## src/rtl/mem_if_pkg.sv

```systemverilog
// -----------------------------------------------------------------------------
// mem_if_pkg
// Shared definitions for the big-endian, byte-addressed memory port:
//   - access-size encodings carried on mem_access_size / req_size
//   - size_to_words(): burst length in words for an access-size code
//   - state_e: burst initiator FSM states
//   - START_ADDR_DEF / DEPTH_DEF: default memory window
// -----------------------------------------------------------------------------
package mem_if_pkg;

  localparam logic [1:0] SIZE_1W  = 2'b00;
  localparam logic [1:0] SIZE_4W  = 2'b01;
  localparam logic [1:0] SIZE_8W  = 2'b10;
  localparam logic [1:0] SIZE_16W = 2'b11;

  localparam logic [31:0] START_ADDR_DEF = 32'h8002_0000;
  localparam int unsigned DEPTH_DEF      = 1048576;

  typedef enum logic [1:0] {
    ST_IDLE    = 2'd0,
    ST_WRITE   = 2'd1,
    ST_READ    = 2'd2,
    ST_RD_LAST = 2'd3
  } state_e;

  // Burst length in words (1..16) for an access-size code.
  function automatic logic [4:0] size_to_words(input logic [1:0] size);
    case (size)
      SIZE_1W:  return 5'd1;
      SIZE_4W:  return 5'd4;
      SIZE_8W:  return 5'd8;
      SIZE_16W: return 5'd16;
    endcase
  endfunction

endpackage

```

## src/rtl/burst_addr_gen.sv

```systemverilog
// -----------------------------------------------------------------------------
// burst_addr_gen
// Beat counter and address stepper for one burst.
//   clock, reset_n : clock, asynchronous active-low reset
//   clear          : restart at beat 0 (request accept)
//   advance        : a beat was issued this cycle
//   base           : word-aligned burst base address
//   last_cnt       : index of the final beat (words-1)
//   addr           : base + 4*cnt, byte address of the current beat
//   last_beat      : current beat is the final one
// -----------------------------------------------------------------------------
module burst_addr_gen #(
  parameter int ADDR_W = 32
) (
  input  logic              clock,
  input  logic              reset_n,
  input  logic              clear,
  input  logic              advance,
  input  logic [ADDR_W-1:0] base,
  input  logic [3:0]        last_cnt,
  output logic [ADDR_W-1:0] addr,
  output logic              last_beat
);

  logic [3:0] cnt_q, cnt_d;

  assign last_beat = (cnt_q == last_cnt);
  assign addr      = base + {{(ADDR_W-6){1'b0}}, cnt_q, 2'b00};

  // NOTE: every signal written in always_comb gets a default first, so no
  // path through the block leaves it unassigned and no latch is inferred.
  always_comb begin
    cnt_d = cnt_q;
    if (clear) begin
      cnt_d = '0;
    end else if (advance) begin
      // Return to 0 after the final beat so the counter never wraps and is
      // already clean for the next burst.
      cnt_d = last_beat ? 4'd0 : cnt_q + 4'd1;
    end
  end

  // NOTE: sequential state uses non-blocking assignments so all flops update
  // together from values sampled at the same clock edge.
  always_ff @(posedge clock or negedge reset_n) begin
    if (!reset_n) begin
      cnt_q <= '0;
    end else begin
      cnt_q <= cnt_d;
    end
  end

endmodule

```

## src/rtl/mem_burst_initiator.sv

```systemverilog
// -----------------------------------------------------------------------------
// mem_burst_initiator
// Initiator side of the byte-addressed memory port. Accepts single-word or
// burst (4/8/16 word) read/write requests and issues one memory beat per
// clock, streaming write data out and registered read data back.
//
// Ports:
//   clock, reset_n          clock, asynchronous active-low reset
//   req_valid/ready/rw/addr/size   client request handshake (rw: 1 = read)
//   wr_valid/ready/data     write word stream (valid low stalls the burst)
//   rd_valid/rd_data        read word stream, no backpressure
//   done                    one-cycle pulse at burst completion
//   err                     one-cycle pulse when a request is out of range
//   mem_address/data_in/access_size/rw/enable   memory beat outputs
//   mem_busy, mem_data_out  memory inputs (read data has 1-cycle latency)
//   busy_err                sticky mem_busy mismatch flag (option only)
//
// Build option: MEM_INIT_BUSY_CHECK_EN - when defined, mem_busy is checked on
// every beat against the expected burst-in-progress value and busy_err is
// present. When undefined, mem_busy is ignored.
// -----------------------------------------------------------------------------
module mem_burst_initiator
  import mem_if_pkg::*;
#(
  parameter int                 ADDR_W     = 32,
  parameter int                 DATA_W     = 32,
  parameter logic [ADDR_W-1:0]  START_ADDR = START_ADDR_DEF,
  parameter int unsigned        DEPTH      = DEPTH_DEF
) (
  input  logic              clock,
  input  logic              reset_n,
  input  logic              req_valid,
  output logic              req_ready,
  input  logic              req_rw,
  input  logic [ADDR_W-1:0] req_addr,
  input  logic [1:0]        req_size,
  input  logic              wr_valid,
  output logic              wr_ready,
  input  logic [DATA_W-1:0] wr_data,
  output logic              rd_valid,
  output logic [DATA_W-1:0] rd_data,
  output logic              done,
  output logic              err,
  output logic [ADDR_W-1:0] mem_address,
  output logic [DATA_W-1:0] mem_data_in,
  output logic [1:0]        mem_access_size,
  output logic              mem_rw,
  output logic              mem_enable,
  input  logic              mem_busy,
  input  logic [DATA_W-1:0] mem_data_out
`ifdef MEM_INIT_BUSY_CHECK_EN
  ,
  output logic              busy_err
`endif
);

  localparam logic [ADDR_W:0] DEPTH_X = (ADDR_W+1)'(DEPTH);

  state_e              state_q, state_d;
  logic [ADDR_W-1:0]   base_q, base_d;
  logic [1:0]          size_q, size_d;
  logic                rw_q, rw_d;
  logic [3:0]          words_m1_q, words_m1_d;
  logic                done_q, done_d;
  logic                err_q, err_d;
  logic                rd_pend_q, rd_pend_d;
  logic                rd_valid_q, rd_valid_d;
  logic [DATA_W-1:0]   rd_data_q, rd_data_d;

  logic                accept;
  logic                range_bad;
  logic [ADDR_W-1:0]   req_base;
  logic [4:0]          req_words;
  logic [ADDR_W:0]     req_off, req_end;
  logic [ADDR_W-1:0]   beat_addr;
  logic                last_beat;

  // Low address bits are forced to 00; keep them explicitly unused.
  logic [1:0] unused_addr_lsb;
  assign unused_addr_lsb = req_addr[1:0];

  assign accept    = req_valid && req_ready;
  assign req_base  = {req_addr[ADDR_W-1:2], 2'b00};
  assign req_words = size_to_words(req_size);

  // Range check carried in ADDR_W+1 bits so base offset + burst bytes cannot
  // wrap. The offset is meaningless when base < START_ADDR, but that case is
  // rejected by the first term.
  assign req_off   = {1'b0, req_base} - {1'b0, START_ADDR};
  assign req_end   = req_off + {{(ADDR_W-6){1'b0}}, req_words, 2'b00};
  assign range_bad = (req_base < START_ADDR) || (req_end > DEPTH_X);

  burst_addr_gen #(.ADDR_W(ADDR_W)) u_addr_gen (
    .clock     (clock),
    .reset_n   (reset_n),
    .clear     (accept),
    .advance   (mem_enable),
    .base      (base_q),
    .last_cnt  (words_m1_q),
    .addr      (beat_addr),
    .last_beat (last_beat)
  );

  // ---------------------------------------------------------------------------
  // FSM: state register
  // ---------------------------------------------------------------------------
  always_ff @(posedge clock or negedge reset_n) begin
    if (!reset_n) begin
      state_q <= ST_IDLE;
    end else begin
      state_q <= state_d;
    end
  end

  // ---------------------------------------------------------------------------
  // FSM: next state and burst context
  // ---------------------------------------------------------------------------
  always_comb begin
    state_d    = state_q;
    base_d     = base_q;
    size_d     = size_q;
    rw_d       = rw_q;
    words_m1_d = words_m1_q;
    done_d     = 1'b0;
    err_d      = 1'b0;
    case (state_q)
      ST_IDLE: begin
        if (accept) begin
          if (range_bad) begin
            err_d = 1'b1;
          end else begin
            base_d     = req_base;
            size_d     = req_size;
            rw_d       = req_rw;
            words_m1_d = 4'(req_words - 5'd1);
            state_d    = req_rw ? ST_READ : ST_WRITE;
          end
        end
      end
      ST_WRITE: begin
        if (wr_valid && last_beat) begin
          state_d = ST_IDLE;
          done_d  = 1'b1;
        end
      end
      ST_READ: begin
        if (last_beat) state_d = ST_RD_LAST;
      end
      ST_RD_LAST: begin
        // Final read word arrives from memory this cycle; done is registered
        // so it lines up with the last rd_valid.
        state_d = ST_IDLE;
        done_d  = 1'b1;
      end
      default: state_d = ST_IDLE;
    endcase
  end

  // ---------------------------------------------------------------------------
  // FSM: outputs
  // ---------------------------------------------------------------------------
  always_comb begin
    req_ready       = 1'b0;
    wr_ready        = 1'b0;
    mem_enable      = 1'b0;
    mem_rw          = 1'b0;
    mem_access_size = 2'b00;
    mem_address     = '0;
    mem_data_in     = '0;
    case (state_q)
      ST_IDLE: begin
        // No accept in the done cycle: the client sees done before reissuing.
        req_ready = !done_q;
      end
      ST_WRITE: begin
        wr_ready        = 1'b1;
        mem_enable      = wr_valid;
        mem_access_size = size_q;
        mem_address     = beat_addr;
        mem_data_in     = wr_data;
      end
      ST_READ: begin
        mem_enable      = 1'b1;
        mem_rw          = 1'b1;
        mem_access_size = size_q;
        mem_address     = beat_addr;
      end
      ST_RD_LAST: begin
        mem_rw          = 1'b1;
        mem_access_size = size_q;
      end
      default: ;
    endcase
  end

  // ---------------------------------------------------------------------------
  // Read return: mem_data_out is valid the cycle after a read beat and is
  // registered once more before reaching the client.
  // ---------------------------------------------------------------------------
  always_comb begin
    rd_pend_d  = (state_q == ST_READ);
    rd_valid_d = rd_pend_q;
    rd_data_d  = rd_pend_q ? mem_data_out : rd_data_q;
  end

  always_ff @(posedge clock or negedge reset_n) begin
    if (!reset_n) begin
      base_q     <= '0;
      size_q     <= '0;
      rw_q       <= 1'b0;
      words_m1_q <= '0;
      done_q     <= 1'b0;
      err_q      <= 1'b0;
      rd_pend_q  <= 1'b0;
      rd_valid_q <= 1'b0;
      rd_data_q  <= '0;
    end else begin
      base_q     <= base_d;
      size_q     <= size_d;
      rw_q       <= rw_d;
      words_m1_q <= words_m1_d;
      done_q     <= done_d;
      err_q      <= err_d;
      rd_pend_q  <= rd_pend_d;
      rd_valid_q <= rd_valid_d;
      rd_data_q  <= rd_data_d;
    end
  end

  assign done     = done_q;
  assign err      = err_q;
  assign rd_valid = rd_valid_q;
  assign rd_data  = rd_data_q;

`ifdef MEM_INIT_BUSY_CHECK_EN
  // Memory should report busy on every beat of a multi-word burst except the
  // last one.
  logic busy_exp, busy_mismatch;
  logic busy_err_q, busy_err_d;

  assign busy_exp      = (words_m1_q != 4'd0) && !last_beat;
  assign busy_mismatch = mem_enable && (mem_busy != busy_exp);

  always_comb begin
    busy_err_d = busy_err_q | busy_mismatch;
  end

  always_ff @(posedge clock or negedge reset_n) begin
    if (!reset_n) begin
      busy_err_q <= 1'b0;
    end else begin
      busy_err_q <= busy_err_d;
    end
  end

  assign busy_err = busy_err_q;

  a_mem_busy_match : assert property (@(posedge clock) disable iff (!reset_n)
    !busy_mismatch)
    else $error("mem_busy mismatch at beat address %h", mem_address);
`else
  logic unused_busy;
  assign unused_busy = mem_busy;
`endif

endmodule

```

## config.mk

```make
export PLATFORM = sky130hd
export DESIGN_NAME = mem_burst_initiator
export DESIGN_NICKNAME = d
export VERILOG_FILES = /design/src/rtl/mem_if_pkg.sv /design/src/rtl/burst_addr_gen.sv /design/src/rtl/mem_burst_initiator.sv
export SDC_FILE = /design/constraint.sdc
export NUM_CORES = 1
export LEC_CHECK = 0
export CORE_MARGIN = 3
export CORE_UTILIZATION = 46
export CTS_CLUSTER_SIZE = 28
export DETAILED_ROUTE_END_ITERATION = 16
export PLACE_DENSITY = 0.87
export SLEW_MARGIN = 20
export SYNTH_ARGS = -nofsm -noshare
export SYNTH_HDL_FRONTEND = slang
export SYNTH_SLANG_ARGS = --single-unit
```

## constraint.sdc

```tcl
create_clock -name clock -period 7.54 [get_ports clock]
set_clock_uncertainty 0.05 [all_clocks]
set_input_delay 1.131 -clock clock [delete_from_list [all_inputs] [get_ports clock]]
set_output_delay 1.131 -clock clock [all_outputs]
set_load 0.01 [all_outputs]
```

==> impl_results.md, run 1 <==
* Status: complete, no violations
* WP data arrival at approximately 4.9 ns
* CTS tree: done
* # Post-CTS Setup Buffers at 0
* Reg2Reg Depth at 7
* Routability cong. at 1.00
* Row count at 36
* FF-to-FF End: state_q[1]
* Flop and latch count out of synthesis at 77
* Drt initial violations at 160
* Remaining global-route overflow at 0
* Worst reg2reg setup slack at 4.95 ns
* Sequential cell area at 1930 µm²
* Worst setup endpoint: base_q[2]
* Final setup vio count at 0
* Most common cell in the netlist: dfrtp_1
* First-pass GRT wire length at between 20000 and 25000 µm
* Post-route ant nets at 0
* Skew-Pair Late Insertion Delay at 0.35 ns
* Most common library cells after synthesis: 77 x dfrtp_1, 67 x and2_1, 34 x mux2_2, 22 x nand2_1, 22 x nor2_1
* Pwr Density at 120 nW/µm²
* Crit. Startpoint: req_size[1]
* Hold Path Class: flip-flop to flip-flop
* Clk pin slew, worst setup/hold paths at 0.08 ns
* First-pass iteration count of the detailed router at 4
* Cell taking the most area after synthesis: dfrtp_1
* Total CTS buffers at 9
* Vias in the first global route at 4263
* Post-detail-place hpwl at 10400 µm
* Initial core utilization at around half
* Register area share after synthesis at about 40%
* Fin. max-slew vios at 0
* Clock root cell: clkbuf_8
* Setup WS post-layout at 2.86 ns
* Die H at 108 µm
* PortBufs at 203
* Number of enable flip-flop cells after synthesis at 0
* RSZ-0062 raised after global routing: false
* Worst Path Required at 7.71 ns
* Resized cells post-CTS at 0
* Post-Place Setup Slack at 2.21 ns
* VDD IR max at 112 µV
* Cts hold-fix bufs at 0
* Area contributors post-synth: dfrtp_1 40%, and2_1 8.8%, mux2_2 8.0%, mux2_1 5.0%, ha_1 3.7%
* Synthesized area per cell at 10.1 µm²
* Final Hold Fails at 0
* Syn Inst Count at approximately 470
* Final WL at about 13000 µm
* Post-synth top area share at 40.5%
* Multi-input logic area at 2730 µm²
* Clock Tree Buf Depth at 2
* DRC at 0
* Vias per cell at between 5 and 6
* Final Cycle Share at 62.1%
* Die Span X at 108 µm
* CP startpoint kind: input pin
* Avg WL per Cell at 16.2 µm
* Reg-to-Reg Start: u_addr_gen.cnt_q[0]
* Final core utilization at a little under three quarters
* Core area at 9910 µm²
* Nets at 792
* All-layer global routing usage at 22.7%
* Area growth syn-to-layout at 48.8%
* Post-synthesis cell type count at 61
* Largest net degree at the start of global routing at roughly 80
* # diodes at 0
* Max cap viols at 0
* Async SR Flop Fraction at 100%
* Fillers at 761
* Die area at 11600 µm²
* Antenna violations before repair at 0
* I/O pins at 209
* Layout cells sized above 1 at 9.44%
* Clock Sink Count at 77
* Fmax at ~210 MHz
* Slew headroom at 35.7%
* Ys flop type: dfrtp_1
* Final Power at 0.849 mW
* Worst Max-Slew Pin Slew at 0.965 ns
* Ys Warns at 0
* Crit-path max FO at 21
* CP Class: input pin to flip-flop
* H-tree levels at 3
* Critical Path Sink Type: flip-flop
* Tmin final at 4.68 ns
* Total number of vias at 4321
* Pleak at 3.14 nW
* Syn Std Cell Area at 4760 µm²
* Setup TNS at 0 ns
## area by class of cell
| type | count | area share, % |
|---|---|---|
| multi-input combinational | 372 | 38.5 |
| timing repair buffer | 205 | 28.8 |
| sequential | 77 | 27.2 |
| tap | 133 | 2.35 |
| clock buffer | 9 | 1.75 |
| clock inverter | 7 | 0.936 |
| inverter | 8 | 0.424 |
## metal layers
layer  vias to the layer above  track usage, %  share of wire, %
met5                         -               0                 0
met4                         0            5.86               1.4
met3                        14            4.56               6.5
met2                       161            41.4                52
met1                      2055            27.1                41
li1                       2091               -                 -
## through the flow
step	instances	hold slack (ns)	cell area (µm²)
5_1_grt	811	0.454	7090
4_1_cts	811	0.445	7080
2_1_floorplan	474	0.302	4770
6_report	811	0.440	7090
3_3_place_gp	795	0.413	6890
3_5_place_dp	795	0.420	6890
## placed cells by master (no fill, tap or decap), types with 6 or more instances in the layout
cell type        count
xnor2_1             17
inv_1                8
nor3_1               7
dfrtp_1             76
nand3_1             18
nor2_1              22
clkbuf_8             9
xor2_1              11
o21ai_0             11
or3_1                6
clkdlybuf4s50_1    202
a21oi_1             14
mux2_1              21
a21o_1               6
nand4_1             13
and3_1              11
and2_1              67
mux2_2              34
nand2_1             22
ha_1                14
nor2b_1             11
## critical path: stages
cell and delay, ns:
clkdlybuf4s50_1 0.60, nor2_1 0.11, ha_1 0.21, ha_1 0.21, a21o_1 0.21, a31o_1 0.28
a2111oi_0 0.42, nor3_1 0.12, o41ai_2 0.39, nand3_1 0.23, nor2_4 0.54, mux2_2 0.40
## cells by family after synthesis
| family | count (synthesis) | share of synthesized area, % |
|---|---|---|
| adder cells (fa/ha/maj) | 16 | 4.31 |
| XOR/XNOR | 28 | 5.15 |
| AO/OA/AOI/OAI | 68 | 10.1 |
| flip-flops | 77 | 40.5 |
| other | 1 | 0.0787 |
| multiplexers | 57 | 13.4 |
| AND/OR/NAND/NOR | 201 | 24.0 |
| buffers and inverters | 25 | 2.47 |
## flip-flops by register name, summed over array words and instances, names as in the netlist
register,count
rd_data,32
base_q,30
u_addr_gen.cnt_q,4
words_m1_q,3
size_q,2
state_q,2
done,1
err,1
rd_pend_q,1
rd_valid,1
## power by group
part           internal (mW)  total (mW)  switching, mW
registers              0.419       0.423        0.00353
clock network          0.126       0.300          0.173
logic                 0.0749       0.127         0.0517
## worst min-delay path by stage
| stage | cells after the start | from | slack [ns] | endpoint |
|---|---|---|---|---|
| 6_report | 1 | size_q[0] | 0.44 | size_q[0] |
| 5_1_grt | 1 | size_q[0] | 0.45 | size_q[0] |
| 4_1_cts | 1 | size_q[0] | 0.44 | size_q[0] |
| 3_5_place_dp | 1 | base_q[31] | 0.42 | base_q[31] |
| 3_3_place_gp | 1 | base_q[31] | 0.41 | base_q[31] |
| 2_1_floorplan | 0 | rd_pend_q | 0.30 | rd_valid |
Note: power is estimated with default switching activity, not from simulation.
==> run 2: changes to the inputs <==
CORE_UTILIZATION = 39   (was 46)
PLACE_DENSITY = 0.78   (was 0.87)
clock period = 4 ns   (was 7.54 ns; I/O delays follow)
==> impl_results.md, run 2 (synthesis results as in run 1) <==
* Status: complete, no violations
* Critical Path Sink Type: primary output
* Fillers at 968 (+27%)
* Sw Share at 24.2% (-2.7 points)
* CP startpoint kind: flip-flop
* Drt initial violations at 191 (+19%)
* Fmax at 263 MHz
* Avg WL per Cell at 16.8 µm (+4.0%)
* VDD IR max at 179 µV (+60%)
* Layout cells sized above 1 at 12.6% (+3.2 points)
* # diodes at 0 (unchanged)
* Pleak at 3.30 nW (+4.9%)
* Core area at 11700 µm² (+18%)
* All-layer global routing usage at 21.1% (-1.6 points)
* Vias in the first global route at 4542 (+6.5%)
* Antenna violations before repair at 0 (unchanged)
* Max cap viols at 0 (unchanged)
* I/O pins at 209 (unchanged)
* Clock root cell: clkbuf_16
* Reg2Reg Depth at 7 (unchanged)
* Largest net degree at the start of global routing at 78 (unchanged)
* WP data arrival at 3.15 ns (-1.70 ns)
* Seq pwr share at 42.2% (-7.6 points)
* Most frequent cells in the layout: 202 x clkdlybuf4s50_1, 75 x dfrtp_1, 67 x and2_1
* Commonest non-fill, non-tap cell in the layout: clkdlybuf4s50_1
* Area growth syn-to-layout at 55.1%
* Design area at 7390 µm² (+4.3%)
* Internal power at 1.43 mW (+130%)
* Crit. Startpoint: u_addr_gen.cnt_q[1]
* DRC at 0 (unchanged)
* Area after DPL at 7050 µm² (+2.3%)
* Total CTS buffers at 9 (unchanged)
* Final core utilization at 63.4% (-8.2 points)
* Initial core utilization at 40.8% (-7.2 points)
* Die area at 13600 µm² (+17%)
* Routability cong. at 0.900 (-10%)
* First-pass iteration count of the detailed router at 4 (unchanged)
* CP Class: flip-flop to primary output
* Die H at 117 µm (+8.1%)
* Final Hold Fails at 0 (unchanged)
* Max FFs per register at 32 (unchanged)
* Die Span X at 117 µm (+8.1%)
* Reg-to-Reg Start: u_addr_gen.cnt_q[0]
* Clk pin slew, worst setup/hold paths at 0.07 ns (about the same)
* Total number of vias at 4428 (+2.5%)
* Slew headroom at 34.7% (-0.99 points)
* Clock power frac at 44.5% (+9.2 points)
* Post-route ant nets at 0 (unchanged)
* # Post-CTS Setup Buffers at 0 (unchanged)
* PortBufs at 203 (unchanged)
* Cts hold-fix bufs at 0 (unchanged)
* Vias per cell at 5.28 (-0.94%)
* Worst Max-Slew Pin Slew at 0.980 ns (+0.0148 ns)
* Skew-Pair Late Insertion Delay at 0.34 ns (about the same)
* Remaining global-route overflow at 0 (unchanged)
* Setup TNS at 0 ns (unchanged)
* Post-detail-place hpwl at 11200 µm (+7.9%)
* First-pass GRT wire length at 22600 µm (+7.2%)
* Final setup vio count at 0 (unchanged)
* Proportion of power drawn by combinational gates at 13.3% (-1.6 points)
* Final Cycle Share at 95.1%
* Worst Path Required at 3.35 ns (-4.36 ns)
* Row count at 39 (+8.3%)
* Pwr Density at 256 nW/µm² (+110%)
* Clock Sink Count at 77 (unchanged)
* Final WL at 14100 µm (+7.6%)
* Fin. max-slew vios at 0 (unchanged)
* CTS tree: done
* Nets at 810 (+2.3%)
* Hold Path Class: input pin to async pin
* Clock Tree Buf Depth at 2 (unchanged)
* H-tree levels at 3 (unchanged)
* Net Sw Power at 0.458 mW (+100%)
* Tmin final at roughly 3.8 ns
* Crit-path max FO at 7 (-67%)
## run 2: repair_timing
item,4_1_cts,5_1_grt
endpoints found under the setup margin,0,28
endpoints found under the hold margin,0,0
resized for setup,0,7
## run 2: worst max-delay path: stages, from the launching register on
cell and delay [ns]:
dfrtp_1 0.46, ha_1 0.31, a21o_1 0.10, a21o_1 0.15
a21oi_1 0.14, nor4_2 0.20, buf_4 0.22, nand2_1 0.13
or3_1 0.38, a21boi_0 0.17, clkdlybuf4s50_1 0.56
## run 2: area by class of cell
cell class                 instances  area, µm²  area share, %
sequential                        77       1930           26.1
timing repair buffer             223       2190           29.7
multi-input combinational        372       2750           37.2
inverter                           8       30.0          0.406
clock inverter                     7       81.3           1.10
clock buffer                       9        225           3.05
tap                              143        179           2.42
## run 2: power by group through the flow
stage                     Clock [mW]  Sequential (mW)  Combinational (mW)
after floorplan                    0            0.817              0.0676
after global placement             0            0.812               0.245
after detailed placement           0            0.813               0.249
after CTS                      0.861            0.798               0.251
after global routing           0.902            0.799               0.273
final                          0.842            0.798               0.251
## run 2: metal layers
| metal | GRT usage (%) | routed length, µm | share of wire, % | vias up |
|---|---|---|---|---|
| li1 | - | - | - | 2128 |
| met3 | 5.08 | 1010 | 7.2 | 12 |
| met1 | 25.1 | 5670 | 40 | 2120 |
| met4 | 5.03 | 176 | 1.2 | 0 |
| met2 | 38.4 | 7250 | 51 | 168 |
| met5 | 0 | 0 | 0 | - |
## run 2: final timing paths
path                                   end  slack (ns)
max                        mem_address[31]        0.20
min                             base_q[20]        0.36
max reg2reg                     state_q[1]        1.43
min reg2reg                      size_q[1]        0.44
max in group asynchronous        rd_pend_q        2.85
min in group clock               size_q[1]        0.44
## run 2: through the flow
step | hold slack [ns] | cells | setup slack (ns) | power (mW)
floorplan | 0.254 | 474 | 0.693 | 0.885
global placement | 0.412 | 823 | -0.0764 | 1.06
detailed placement | 0.427 | 823 | -0.0987 | 1.06
CTS | 0.395 | 839 | 0.0138 | 1.91
global route | 0.439 | 839 | -0.0248 | 1.97
finish | 0.356 | 839 | 0.196 | 1.89
